## src/rtl/uart_rx_pkg.sv

```systemverilog
// Shared types and defaults for the UART receive frame controller.
package uart_rx_pkg;
  localparam int DATA_WIDTH_DEF = 8;
  localparam int PRESCALE_W_DEF = 6;
  localparam int CHK_OFS        = 2;  // sampler output settles this many edges past mid-bit
  localparam int MIN_PRESCALE   = 8;

  typedef enum logic [2:0] {IDLE, START, DATA, PARITY, STOP} rx_state_e;
endpackage

```

## src/rtl/uart_rx_fsm_edge_bit_cnt.sv

```systemverilog
// Oversample edge counter and bit position counter; edge wraps at the latched LAST.
module edge_bit_cnt #(
  parameter int PRESCALE_W = 6
) (
  input  logic                  clk,
  input  logic                  rst,
  input  logic                  en,
  input  logic                  clr,
  input  logic [PRESCALE_W-1:0] last,
  output logic [PRESCALE_W-1:0] edge_cnt,
  output logic [3:0]            bit_cnt,
  output logic                  at_last
);
  assign at_last = (edge_cnt == last);

  always_ff @(posedge clk or negedge rst) begin
    if (!rst) begin
      edge_cnt <= '0;
      bit_cnt  <= '0;
    end else if (clr) begin
      edge_cnt <= '0;
      bit_cnt  <= '0;
    end else if (en) begin
      if (at_last) begin
        edge_cnt <= '0;
        bit_cnt  <= bit_cnt + 4'd1;
      end else begin
        edge_cnt <= edge_cnt + 1'b1;
      end
    end
  end
endmodule

```

## src/rtl/uart_rx_fsm.sv

```systemverilog
// UART receive frame controller: tracks bit/edge position, pulses checker and
// deserializer enables at the sampling edge, and reports clean or errored frames.
module uart_rx_fsm
  import uart_rx_pkg::*;
#(
  parameter int DATA_WIDTH = DATA_WIDTH_DEF,
  parameter int PRESCALE_W = PRESCALE_W_DEF
) (
  input  logic                  clk,
  input  logic                  rst,
  input  logic                  rx_in,
  input  logic [PRESCALE_W-1:0] prescale,
  input  logic                  par_en,
  input  logic                  strt_glitch,
  input  logic                  par_err,
  input  logic                  stp_err,
  output logic                  dat_samp_en,
  output logic [PRESCALE_W-1:0] edge_cnt,
  output logic [3:0]            bit_cnt,
  output logic                  strt_chk_en,
  output logic                  deser_en,
  output logic                  par_chk_en,
  output logic                  stp_chk_en,
  output logic                  data_valid,
  output logic                  frame_err
);
  localparam logic [PRESCALE_W-1:0] P_MIN = PRESCALE_W'(MIN_PRESCALE);

  rx_state_e             state, state_nx;
  logic [PRESCALE_W-1:0] p_lat, p_in, last_e, chk_e;
  logic                  par_lat, par_flag;
  logic                  cnt_en, cnt_clr, at_last, at_chk;
  logic                  load_cfg, cap_par, eval_stop, frm_bad;

  assign p_in    = (prescale < P_MIN) ? P_MIN : prescale;
  assign last_e  = p_lat - 1'b1;
  assign chk_e   = (p_lat >> 1) + PRESCALE_W'(CHK_OFS);
  assign at_chk  = (edge_cnt == chk_e);
  assign frm_bad = stp_err | par_flag;

  edge_bit_cnt #(.PRESCALE_W(PRESCALE_W)) u_cnt (
    .clk      (clk),
    .rst      (rst),
    .en       (cnt_en),
    .clr      (cnt_clr),
    .last     (last_e),
    .edge_cnt (edge_cnt),
    .bit_cnt  (bit_cnt),
    .at_last  (at_last)
  );

  always_ff @(posedge clk or negedge rst) begin
    if (!rst) begin
      state      <= IDLE;
      p_lat      <= '0;
      par_lat    <= 1'b0;
      par_flag   <= 1'b0;
      data_valid <= 1'b0;
      frame_err  <= 1'b0;
    end else begin
      state      <= state_nx;
      data_valid <= eval_stop & ~frm_bad;
      frame_err  <= eval_stop & frm_bad;
      if (load_cfg) begin
        p_lat   <= p_in;
        par_lat <= par_en;
      end
      if (cap_par)        par_flag <= par_err;
      else if (eval_stop) par_flag <= 1'b0;
    end
  end

  always_comb begin
    state_nx    = state;
    cnt_en      = 1'b0;
    cnt_clr     = 1'b0;
    load_cfg    = 1'b0;
    cap_par     = 1'b0;
    eval_stop   = 1'b0;
    dat_samp_en = 1'b1;
    strt_chk_en = 1'b0;
    deser_en    = 1'b0;
    par_chk_en  = 1'b0;
    stp_chk_en  = 1'b0;
    case (state)
      IDLE: begin
        dat_samp_en = 1'b0;
        cnt_clr     = 1'b1;
        if (!rx_in) begin
          state_nx = START;
          load_cfg = 1'b1;
        end
      end
      START: begin
        cnt_en      = 1'b1;
        strt_chk_en = at_chk;
        if (at_last) begin
          if (strt_glitch) begin
            state_nx = IDLE;
            cnt_clr  = 1'b1;
          end else begin
            state_nx = DATA;
          end
        end
      end
      DATA: begin
        cnt_en   = 1'b1;
        deser_en = at_chk;
        if (at_last && bit_cnt == 4'(DATA_WIDTH))
          state_nx = par_lat ? PARITY : STOP;
      end
      PARITY: begin
        cnt_en     = 1'b1;
        par_chk_en = at_chk;
        if (at_last) begin
          cap_par  = 1'b1;
          state_nx = STOP;
        end
      end
      STOP: begin
        cnt_en     = 1'b1;
        stp_chk_en = at_chk;
        if (at_last) begin
          eval_stop = 1'b1;
          cnt_clr   = 1'b1;
          // a low line on the final stop edge is the next frame's start bit
          if (!rx_in) begin
            state_nx = START;
            load_cfg = 1'b1;
          end else begin
            state_nx = IDLE;
          end
        end
      end
      default: begin
        state_nx = IDLE;
        cnt_clr  = 1'b1;
      end
    endcase
  end
endmodule

```

## config.mk

```make
export PLATFORM = sky130hd
export DESIGN_NAME = uart_rx_fsm
export DESIGN_NICKNAME = d
export VERILOG_FILES = /design/src/rtl/uart_rx_pkg.sv /design/src/rtl/uart_rx_fsm_edge_bit_cnt.sv /design/src/rtl/uart_rx_fsm.sv
export SDC_FILE = /design/constraint.sdc
export NUM_CORES = 1
export LEC_CHECK = 0
export ABC_AREA = 1
export BUFFER_PORTS_ARGS = -buffer_cell sky130_fd_sc_hd__buf_2
export CORE_UTILIZATION = 45
export DETAILED_ROUTE_END_ITERATION = 7
export PLACE_DENSITY = 0.7
export SLEW_MARGIN = 20
export SYNTH_ARGS = -nofsm -noshare
export SYNTH_HDL_FRONTEND = slang
export SYNTH_HIERARCHICAL = 1
export SYNTH_SLANG_ARGS = --single-unit
```

## constraint.sdc

```tcl
create_clock -name clk -period 3.1 [get_ports clk]
set_input_delay 0.465 -clock clk [delete_from_list [all_inputs] [get_ports clk]]
set_output_delay 0.465 -clock clk [all_outputs]
set_load 0.05 [all_outputs]
```

---- Word level (Yosys, flattened, before mapping) ----
Cells that the tools add are included.
operators by class
  $add $sub $neg .......................... 4
  $mul .................................... 0
  div/mod/pow operators ................... 0
  magnitude comparators ................... 1
  equality and inequality tests ........... 12
  shift-type cells ........................ 0
  mux-type cells .......................... 33
  bitwise gates (word level) .............. 4
  reduce and logical (&&, ||, !) cells .... 9
operator list
  cell                 number
  $mux 6               4
  $mux 3               6
  $mux 1               16
  $pmux 3 s5           1
  $eq 6x6->1           2
  $mux 4               3
  $ne 2x2->1 const B   5
  $add 5x2->6 const B  1
  $add 6x1->6 const B  1
  $eq 3x2->1 const B   2
  $lt 6x4->1 const B   1
  $reduce_bool 2->1    3
  $sub 6x1->6 const B  1
  $reduce_and 5->1     1
  $add 4x1->4 const B  1
  $eq 4x4->1 const B   1
  $reduce_or 4->1      1
  $eq 3x1->1 const B   1
  $eq 3x3->1 const B   1
  $logic_not 3->1      1
  $pmux 1 s3           1
  $and 1x1->1          2
  $mux 2               1
  $pmux 1 s2           1
  5 further kinds      5
storage, ports and cells
  register bits ........................... 23
  latch bits .............................. 0
  bits in writable memories ............... 0
  ROM bits ................................ 0
  input bits .............................. 13
  output and inout port bits .............. 17
  memories kept ........................... 0

---- Longest topological paths before layout ----
  depth after elaboration ................. 6
  mapped depth ............................ 20
  gate-level depth less buffers ........... 20

---- By module ----
Netlist, hierarchy kept.
by module, submodules not included
  module        times used  cells each  area each (um^2)
  uart_rx_fsm   1           145         943.4
  edge_bit_cnt  1           98          658.1

---- Least setup slack after synthesis ----
OpenSTA, ideal clock, no wires.
  path type ............................... reg2reg
  start ................................... register p_lat[2]
  end ..................................... register u_cnt.edge_cnt[5]
  data arrival time ....................... 2466 ps
  required time ........................... 2987 ps
  slack ................................... 521 ps
  stages on the path, launching flop included .. 20
  path buffers ............................ 0
  period minus slack after synthesis ...... 2579 ps
  cell sequence ........................... dfrtp_1 -> inv_1 -> nand3_1 -> nor3_1 -> xor2_1 -> inv_1 -> nand2_1 -> nand2_1 -> nor2_1 -> nand3_2 -> inv_1 -> nand2_1 -> o211ai_1 -> nor2_1 -> inv_2 -> nand4_1 -> o21ai_0 -> nand2_1 -> nand2_1 -> inv_1
on the way
  cells in the longest elaborated chain, start to end .. 5
  elaborated cells between the ends (all ways) .. 9
  those cells by class .................... add/sub: 1; eq/ne: 1; mux: 6; reduce/logical: 1
ends and longest elaborated chain
  what                                         RTL line                               RTL
  from (decl)                                  uart_rx_fsm.sv:30                      logic [PRESCALE_W-1:0] p_lat, p_in, last_e, chk_e;
  from (signal assigned)                       uart_rx_fsm.sv:65                      p_lat <= p_in;
  $sub 6x1->6 (*)                              uart_rx_fsm.sv:36                      assign last_e = p_lat - 1'b1;
  named net last_e[5]                          uart_rx_fsm.sv:30
  $eq 6x6->1 (*)                               uart_rx_fsm_edge_bit_cnt.sv:14         assign at_last = (edge_cnt == last);
  named net at_last                            uart_rx_fsm.sv:32                      logic cnt_en, cnt_clr, at_last, at_chk;
  $mux 1 (on tied branches)                    uart_rx_fsm.sv:123, uart_rx_fsm.sv:97
  $pmux 1 s3 (*)                               uart_rx_fsm.sv:85                      case (state)
  named net cnt_clr                            uart_rx_fsm.sv:32
  $mux 6 or $reduce_bool 2->1 (tied branches)  n/a
  to (signal assigned)                         uart_rx_fsm_edge_bit_cnt.sv:28         edge_cnt <= edge_cnt + 1'b1;
  to (decl)                                    uart_rx_fsm_edge_bit_cnt.sv:10         output logic [PRESCALE_W-1:0] edge_cnt,
Mark *: on every way through the listed nets, which the timed path passes. The rest lies on a longest branch. The select of a mux whose other input is x is not followed.
A chain may end at the register's enable or synchronous reset.

---- Worst setup path in the final report ----
  start ................................... register p_lat[2]
  end ..................................... register u_cnt.edge_cnt[2]
Same word-level chain as after synthesis.

==> impl_table.tex <==
\begin{tabular}{lr}
\hline
Metric & Value \\
\hline
\multicolumn{2}{l}{\textbf{Critical path}} \\
\quad Largest stage delay on the critical path & 450 ps \\
\quad Cells along the critical path & inv\_1 > nand3\_1 > nor3\_1 > xor2\_1 > inv\_1 > nand2\_1 > nand2\_1 > nor2\_1 > nand3\_2 > inv\_1 > nand2\_1 > o211ai\_1 > nor2\_1 > inv\_2 > buf\_4 > a21oi\_1 > or2\_0 > a21oi\_1 \\
\quad R2r endpoint & u\_cnt/edge\_cnt[2]\$\_DFFE\_PN0P\_ \\
\quad Maximum net fanout on the critical path & 8 \\
\quad Data arrival time of the worst path & 2990 ps \\
\quad Endpoint of the most critical setup path & u\_cnt/edge\_cnt[2]\$\_DFFE\_PN0P\_ \\
\quad Number of cell instances on the worst register-to-register path & 18 \\
\quad Worst setup path start & p\_lat[2]\$\_DFFE\_PN0P\_ \\
\quad Critical Setup Path Class & reg2reg \\
\quad Worst EP required & 3340 ps \\
\quad Startpoint type of the worst setup path & register \\
\quad R2R Path Start & p\_lat[2]\$\_DFFE\_PN0P\_ \\
\quad Register-to-Register Setup Slack & 350 ps \\
\quad Slowest cell on the critical path & dfrtp\_1 \\
\quad Setup crit end kind & register \\
\multicolumn{2}{l}{\textbf{Route}} \\
\quad DRC violations left & 0 \\
\quad Total wire length after detailed routing & 3260 microns \\
\quad Number of antenna-violating nets in the routed design & 0 \\
\quad Avg WL per Cell & 10.0 microns \\
\quad Detailed-router iteration count before antenna repair & 4 \\
\quad Total via count after detailed routing & 1526 \\
\quad Starting DRT DRC Count & 28 \\
\quad Via-per-instance ratio & 4.68 \\
\multicolumn{2}{l}{\textbf{Timing}} \\
\quad Final worst-path cycle share & 88.6\% \\
\quad Peak clock frequency supported by timing & 364 MHz \\
\quad Worst-case headroom to the max-slew limit & 65.8\% \\
\quad Setup violation total in the final timing report & 0 \\
\quad Count of endpoints failing hold in the final timing report & 0 \\
\quad Minimum clock period & 2750 ps \\
\quad Final-report max-slew violation count & 0 \\
\quad Slew @ Worst Pin & 512 ps \\
\quad Post-Route Hold Slack & 118 ps \\
\quad Post-route clock skew & 8.10 ps \\
\quad Total Neg Setup Slack & 0 ps \\
\multicolumn{2}{l}{\textbf{Clocking}} \\
\quad CTS Buf Count & 3 \\
\quad Clk sink count & 23 \\
\quad Clock network latency to the later pin of the worst-skew pair & 300 ps \\
\quad Number of H-tree branching levels & 1 \\
\quad CTS tree & done \\
\quad CTS clk-pin slew, worst paths & 120 ps \\
\quad CTS max path bufs & 2 \\
\quad CTS hold repair buffers & 0 \\
\quad Buffer cell driving the clock tree root & clkbuf\_4 \\
\multicolumn{2}{l}{\textbf{Layout}} \\
\quad Fill count & 375 \\
\quad Area taken by multi-input logic gates & 837 sq um \\
\quad Ratio of cells with drive above 1 in the final layout & 17.1\% \\
\quad Leading cell type in the layout, fill and taps excluded & nand2\_1 \\
\quad Finished Layout Cells & 326 \\
\quad Layout overhead on the synthesized area & 16.1\% \\
\quad Number of nets at the end of the flow & 299 \\
\quad Ant. Diodes & 0 \\
\quad Commonest cells after routing, fill and taps aside & 78 x nand2\_1, 42 x inv\_1, 29 x buf\_2 \\
\quad Register area & 576 sq um \\
\multicolumn{2}{l}{\textbf{GRT}} \\
\quad Antenna violations before repair & 0 \\
\quad Via count of the first global-routing pass & 1317 \\
\quad Wire length of the first global-routing pass & 5400 microns \\
\quad Overflow after GRT & 0 \\
\quad Pin count of the biggest net entering global routing & 24 \\
\quad Global-route usage over all layers & 19.2\% \\
\multicolumn{2}{l}{\textbf{Synthesis}} \\
\quad Top cells by area in the synthesized netlist & dfrtp\_1 36\%, nand2\_1 18\%, inv\_1 9.8\% \\
\quad Register bit total from synthesis & 23 \\
\quad Netlist area before placement & 1600 sq um \\
\quad Dominant synthesized flop cell & dfrtp\_1 \\
\quad Net count after synthesis & 261 \\
\quad Synth unique cells & 23 \\
\quad Sequential share of the synthesized area & 35.9\% \\
\quad Share of the synthesized area in the top cell type & 35.9\% \\
\quad Count of flip-flops with a built-in enable after synthesis & 0 \\
\quad Mean cell area of the mapped netlist & 6.59 sq um \\
\quad Cells after synthesis & 243 \\
\quad Post-synthesis cell type with the largest combined area & dfrtp\_1 \\
\quad Yosys warning total & 6 \\
\quad Async set-reset flop share out of synthesis & 100\% \\
\multicolumn{2}{l}{\textbf{Pwr}} \\
\quad Leakage & 1.08 nW \\
\quad Peak supply drop & 170 uV \\
\quad Power per standard cell area & 242 nW/um\^{}2 \\
\multicolumn{2}{l}{\textbf{Die}} \\
\quad Initial Util & 47.6\% \\
\quad Height of the die & 61.7 microns \\
\quad Floorplan die area & 3800 sq um \\
\quad Width of the chip & 61.7 microns \\
\quad Standard-cell rows & 21 \\
\quad Core outline area & 3360 sq um \\
\quad Boundary pin count & 30 \\
\multicolumn{2}{l}{\textbf{Placement}} \\
\quad Number of placed instances with taps included & 317 \\
\quad Half-perimeter wire length after placement & 2530 microns \\
\quad Routability cong. & 0.797 \\
\quad Input/output buffers & 29 \\
\multicolumn{2}{l}{\textbf{Min path}} \\
\quad Worst min path class & in2async \\
\multicolumn{2}{l}{\textbf{Flow run}} \\
\quad Max-Cap Viols & 0 \\
\multicolumn{2}{l}{\textbf{Status}} \\
\quad Result of the run & completed \\
\hline
\end{tabular}
==> cells in the mapped netlist (all sizes together), types with 2 or more instances <==
library cell	number
nand2	83
buf	2
o21ai	12
nor2	24
xor2	6
inv	45
nand3	25
ha	5
dfrtp	23
nor3	4
nand4	2
a21oi	7
==> worst min path at each step <==
stage          slack [ps]            startpoint  cells past startpoint                            end
5_1_grt               140                   rst                      1  u_cnt/edge_cnt[5]$_DFFE_PN0P_
6_report              120                   rst                      1           state[1]$_DFFE_PN0P_
4_1_cts               120                   rst                      1  u_cnt/edge_cnt[5]$_DFFE_PN0P_
3_3_place_gp          460  par_flag$_DFFE_PN0P_                      1           data_valid$_DFF_PN0_
2_1_floorplan         170                   rst                      0           data_valid$_DFF_PN0_
3_5_place_dp          470  par_flag$_DFFE_PN0P_                      1           data_valid$_DFF_PN0_
==> flip-flops by register name (all words and copies together), names as in the netlist <==
| register | flops |
|---|---|
| data_valid | 1 |
| frame_err | 1 |
| p_lat | 6 |
| par_flag | 1 |
| par_lat | 1 |
| state | 3 |
| u_cnt/bit_cnt | 4 |
| u_cnt/edge_cnt | 6 |
==> critical path, delay by kind of cell, from the launching register on <==
family	cells	cell delay, ps
buffers and inverters	5	610
and+or+nand+nor	9	1020
DFF	1	450
AOI/OAI and AO/OA	3	390
xor gates and xnor gates	1	210
==> through the flow <==
stage | area, sq um | utilization, % | total power (W) | setup slack [ps]
6_report | 1860 | 55.3 | 0.000449 | 352
5_1_grt | 1860 | 55.3 | 0.000473 | -1.80
4_1_cts | 1820 | 54.2 | 0.000459 | 243
3_5_place_dp | 1800 | 53.4 | 0.000323 | 264
3_3_place_gp | 1800 | 53.4 | 0.000323 | 404
2_1_floorplan | 1600 | - | 0.000308 | 521
==> kinds of logic (layout without fill, tap and decap cells) <==
kind of cell	Yosys count	count (layout)	share of synthesized area (%)
fa+ha+maj	5	5	3.91
xor+xnor	7	7	3.83
compound gates	21	21	7.50
flops	23	23	35.9
buf+inv	48	85	11.8
simple gates	139	139	37.0
==> cell type report <==
cell class              count  share of cell area [%]
clock buffers               4                    1.41
inverters                  46                    9.29
multi-input cells         172                    45.0
flip-flops and latches     23                    31.0
well taps                  46                    3.10
repair buffers             35                    10.2
==> per-layer routing <==
layer | global-route usage, % | part of all wire (%) | up-vias | wire, microns
li1 | - | - | 819 | -
met1 | 24.7 | 47 | 678 | 1540
met2 | 33.6 | 49 | 27 | 1580
met3 | 2.10 | 3.6 | 2 | 117
met4 | 6.35 | 0.64 | 0 | 21
met5 | 0 | 0 | - | 0
==> report_power, final <==
group | switching, W | internal, W
logic | 0.0000102 | 0.00000630
clock network | 0.0000828 | 0.0000501
registers | 0 | 0.000300
total | 0.0000930 | 0.000356
==> timing repair <==
item                                    in CTS  in global routing
gates resized for setup                      0                  1
buffers inserted                             0                  5
endpoints found under the setup margin       0                  1
No activity file was read; power rests on OpenSTA's default activity.
